`src/rtl/tour_cmd.sv`:
```
// Tour command issuer: UART passthrough in idle, knight-move legs during a tour.
// Optional mid-tour abort via UART opcode F when TOUR_CMD_ABORT_EN is defined.
module tour_cmd #(
  parameter int NUM_MOVES = 24
) (
  input  logic        clk,
  input  logic        rst_n,
  input  logic        start_tour,
  input  logic [7:0]  move,
  output logic [4:0]  mv_indx,
  input  logic [15:0] cmd_UART,
  input  logic        cmd_rdy_UART,
  output logic        clr_cmd_rdy_UART,
  output logic [15:0] cmd,
  output logic        cmd_rdy,
  input  logic        clr_cmd_rdy,
  input  logic        send_resp,
  output logic [7:0]  resp
);

  typedef enum logic [2:0] {
    IDLE, VERT, VERT_WAIT, HORZ, HORZ_WAIT
  } state_t;

  state_t state, nxt;

  logic        last;
  logic        abort_q;
  logic        abort_set;
  logic        v_north;
  logic        h_east;
  logic [2:0]  v_sq;
  logic [2:0]  h_sq;
  logic [15:0] cmd_v;
  logic [15:0] cmd_h;

  assign last = (mv_indx == 5'(NUM_MOVES - 1));

`ifdef TOUR_CMD_ABORT_EN
  assign abort_set = (state != IDLE) && cmd_rdy_UART &&
                     (cmd_UART[15:12] == 4'hF) && !abort_q;

  always_ff @(posedge clk or negedge rst_n) begin
    if (!rst_n)
      abort_q <= 1'b0;
    else if (nxt == IDLE)
      abort_q <= 1'b0;
    else if (abort_set)
      abort_q <= 1'b1;
  end
`else
  assign abort_set = 1'b0;
  assign abort_q   = 1'b0;
`endif

  // Lowest set bit wins; zero move gives zero-length N/E legs
  always_comb begin
    v_north = 1'b1;
    v_sq    = 3'd0;
    h_east  = 1'b1;
    h_sq    = 3'd0;
    casez (move)
      8'b???????1: begin v_north = 1'b1; v_sq = 3'd2; h_east = 1'b1; h_sq = 3'd1; end
      8'b??????10: begin v_north = 1'b1; v_sq = 3'd2; h_east = 1'b0; h_sq = 3'd1; end
      8'b?????100: begin v_north = 1'b1; v_sq = 3'd1; h_east = 1'b0; h_sq = 3'd2; end
      8'b????1000: begin v_north = 1'b0; v_sq = 3'd1; h_east = 1'b0; h_sq = 3'd2; end
      8'b???10000: begin v_north = 1'b0; v_sq = 3'd2; h_east = 1'b0; h_sq = 3'd1; end
      8'b??100000: begin v_north = 1'b0; v_sq = 3'd2; h_east = 1'b1; h_sq = 3'd1; end
      8'b?1000000: begin v_north = 1'b0; v_sq = 3'd1; h_east = 1'b1; h_sq = 3'd2; end
      8'b10000000: begin v_north = 1'b1; v_sq = 3'd1; h_east = 1'b1; h_sq = 3'd2; end
      default: ;
    endcase
  end

  assign cmd_v = {4'h4, (v_north ? 8'h00 : 8'h7F), 1'b0, v_sq};
  assign cmd_h = {4'h5, (h_east ? 8'hBF : 8'h3F), 1'b0, h_sq};

  always_ff @(posedge clk or negedge rst_n) begin
    if (!rst_n)
      state <= IDLE;
    else
      state <= nxt;
  end

  always_comb begin
    nxt = state;
    unique case (state)
      IDLE:      if (start_tour) nxt = VERT;
      VERT:      if (clr_cmd_rdy) nxt = VERT_WAIT;
      VERT_WAIT: if (send_resp) nxt = abort_q ? IDLE : HORZ;
      HORZ:      if (clr_cmd_rdy) nxt = HORZ_WAIT;
      HORZ_WAIT: if (send_resp) nxt = (last || abort_q) ? IDLE : VERT;
      default:   nxt = IDLE;
    endcase
  end

  always_ff @(posedge clk or negedge rst_n) begin
    if (!rst_n)
      mv_indx <= 5'd0;
    else if (state != IDLE && nxt == IDLE)
      mv_indx <= 5'd0;
    else if (state == IDLE && start_tour)
      mv_indx <= 5'd0;
    else if (state == HORZ_WAIT && nxt == VERT)
      mv_indx <= mv_indx + 5'd1;
  end

  always_comb begin
    cmd              = cmd_v;
    cmd_rdy          = 1'b0;
    clr_cmd_rdy_UART = abort_set;
    resp             = 8'h5A;
    unique case (state)
      IDLE: begin
        cmd              = cmd_UART;
        cmd_rdy          = cmd_rdy_UART;
        clr_cmd_rdy_UART = clr_cmd_rdy;
        resp             = 8'hA5;
      end
      VERT:      cmd_rdy = 1'b1;
      VERT_WAIT: cmd = cmd_v;
      HORZ: begin
        cmd     = cmd_h;
        cmd_rdy = 1'b1;
      end
      HORZ_WAIT: begin
        cmd  = cmd_h;
        resp = last ? 8'hA5 : 8'h5A;
      end
      default: ;
    endcase
    if (state != IDLE && abort_q)
      resp = 8'hA5;
  end

endmodule

```
`config.mk`:
```
export PLATFORM = sky130hd
export DESIGN_NAME = tour_cmd
export DESIGN_NICKNAME = d
export VERILOG_FILES = /design/src/rtl/tour_cmd.sv
export SDC_FILE = /design/constraint.sdc
export NUM_CORES = 1
export LEC_CHECK = 0
export CORE_UTILIZATION = 36
export DETAILED_ROUTE_END_ITERATION = 12
export PLACE_DENSITY = 0.85
export SYNTH_ARGS = -nofsm -noshare
export SYNTH_HDL_FRONTEND = slang
export SYNTH_SLANG_ARGS = --single-unit
```
`constraint.sdc`:
```
create_clock -name clk -period 5.1 [get_ports clk]
set_clock_uncertainty 0.05 [all_clocks]
set_input_delay 1.275 -clock clk [delete_from_list [all_inputs] [get_ports clk]]
set_output_delay 1.275 -clock clk [all_outputs]
set_load 0.03 [all_outputs]
```
==> results.toml <==
[drt]
vias_per_cell = 5.094
vias = 973
drt_iter0_drc = 15
totalWireLength_um = 2417
drc = 0
wl_per_cell_um = 12.65
drt.antenna.violating_nets = 0
dr.pass1.iters = 4

[logic_synthesis]
yosysWarnings = 0
syn_inst = 113
synth.avg_cell_area_sq_um = 7.098
yosysTopAreaCell = "dfrtp_1"
syn_nets = 144
synth.most_common_cell = "nor2_1"
synth_edf_count = 0
synth-main-ff-cell = "dfrtp_1"
synthTopCellsByArea = "dfrtp_1, nor2_1, nand2_1, o21ai_0, buf_4"
synth_seq_area_share_pct = 24.96
ys_types = 31
yosysTopAreaCellShare_pct = 24.96
ys_top_cells_by_count = "nor2_1, nand2_1, o21ai_0"
async_reset_ff_share_pct = 100.0
ys_ff_latch = 8
syn-cell-area_sq_um = 802.0

[cells_and_area]
area_growth_pct = 73.17
num-fill-cells = 157
drive_gt1_share_pct = 5.488
antenna_cells = 0
multiInputGateArea_sq_um = 520.5
final_nets = 197
regArea_sq_um = 200.2
utilization_pct = 68.69

[setup_path]
reg2reg_setup_slack_ns = 3.36
worst_r2r_startpoint = "state[1]"
critPathLaunch = "move[3]"
end_kind = "output pin"
crit_arrival_ns = 3.47
r2r-end = "mv_indx[3]"
cp-start-kind = "input pin"
required_ns = 3.77
cp_max_fo = 6
r2r_cells = 4
critPathKind = "in2out"
endpoint = "cmd[6]"

[cts]
cts_tree = "built"
cts-resized-gates = 0
insertion_delay_ns = 0.24
post_cts_buffers = 0
cts.sinks = 8
cts_hold_buffers = 0
clockRootBuffer = "clkbuf_4"
numCtsBuffers = 3
clk_path_buf_depth = 2
clk_pin_slew_worst_paths_ns = 0.05
htree_num_levels = 1

[timing]
slew_violations = 0
finalSetupTns_ns = 0
rsz0062_at_grt = "false"
setup_viol = 0
setup_slack_ns = 0.3065
final_hold_viol_count = 0
fin_hold_ws_ns = 0.5330
slew_headroom_pct = 58.06
max_freq_mhz = 208.6
min_period_ns = 4.793
tightest_slew_ns = 0.6290
finalCritPeriodShare_pct = 93.99

[global_route]
grt_overflow_total = 0
grtUsageMet2_pct = 35.16
grt_pass1_vias = 861
grt_usage_pct = 19.30
met3_usage_pct = 4.050
grt_antenna_before_repair = 0
grt_pass1_wl_um = 3760
grt_max_degree = 26
grt_busiest_layer = "met2"
use_met1_pct = 22.50

[status]
status = "finished clean"

[floorplanning]
die_y_um = 49.20
start_util_pct = 39.67
fp.coreArea_sq_um = 2022
core.rowCount = 16
die_w_um = 49.20
ios = 61
die_area_sq_um = 2421

[placed_design]
io_buffers = 60
dp_worst_setup_slack_ns = 0.3189
gp_congestion = 0.7996
hpwl_um = 1900

[power_and_ir_drop]
power_per_cell_area_nw_per_um2 = 618.0
ir_worst_vdd_v = 0.0005157
total_power_w = 0.0008583
power.leakage_nw = 0.5800

[flow_run]
maxCapViolCount = 0

[min_path]
hold_path_depth = 2
hp-class = "reg2reg"
[state kept, by name, summed over array words and instances, names as in the netlist]
signal	count
mv_indx	5
state	3
[power breakdown]
part / leakage, nW / total, W / switching [W] / internal [W]
Sequential: 0.107 / 0.000119 / 0.0000416 / 0.0000773
Clock: 0.0138 / 0.0000467 / 0.0000199 / 0.0000268
Combinational: 0.459 / 0.000693 / 0.000401 / 0.000291
[critical path, stage by stage]
cell	delay (ns)
clkdlybuf4s50_1	0.45
nor4_1	0.42
nor4_1	0.13
a22oi_1	0.45
nand2_1	0.11
clkdlybuf4s50_1	0.62
[area by class of cell]
class,instances,share of cell area (%)
clock buffer,3,1.622
inverter,3,0.8108
multi-input combinational,90,37.48
sequential,8,14.41
tap,27,2.432
timing repair buffer,60,43.24
[layer usage]
layer,part of all wire [%],vias up
met4,0,0
met5,0,-
met1,42,431
met2,49,49
met3,8.9,0
li1,-,493
[per-stage QoR]
step | instance area [sq um] | std cells
finish | 1389 | 191
global route | 1389 | 191
CTS | 1389 | 191
detailed placement | 1366 | 188
global placement | 1366 | 188
floorplan | 802.0 | 113
[how the worst min path moves through the flow]
stage / end / startpoint / slack, ns
after global placement: mv_indx[1] / mv_indx[1] / 0.51
after CTS: mv_indx[4] / mv_indx[4] / 0.54
final: mv_indx[4] / mv_indx[4] / 0.53
after detailed placement: mv_indx[4] / mv_indx[4] / 0.52
after floorplan: state[2] / state[2] / 0.59
after global routing: mv_indx[4] / mv_indx[4] / 0.58
[logic make-up (layout without fill, tap and decap cells)]
family | after synthesis | count (layout) | synth area share, %
AO/OA/AOI/OAI | 31 | 31 | 24.65
XOR/XNOR | 5 | 5 | 5.460
adder cells (fa/ha/maj) | 1 | 1 | 1.560
buffers and inverters | 15 | 66 | 10.14
flip-flops | 8 | 8 | 24.96
AND/OR/NAND/NOR | 53 | 53 | 33.23
[placed cells by master (no fill, tap or decap), drive strengths merged, types with 2 or more instances in the layout]
cell and instances:
clkdlybuf4s50 60, nor2 16, nand2 14, o21ai 10, a21oi 8, dfrtp 8
and2 5, xor2 4, or2 3, inv 3, nor4 3, nand2b 3
o22ai 3, a211o 3, nand3 3, clkbuf 3, o21a 2
Note: power is estimated with default switching activity, not from simulation.
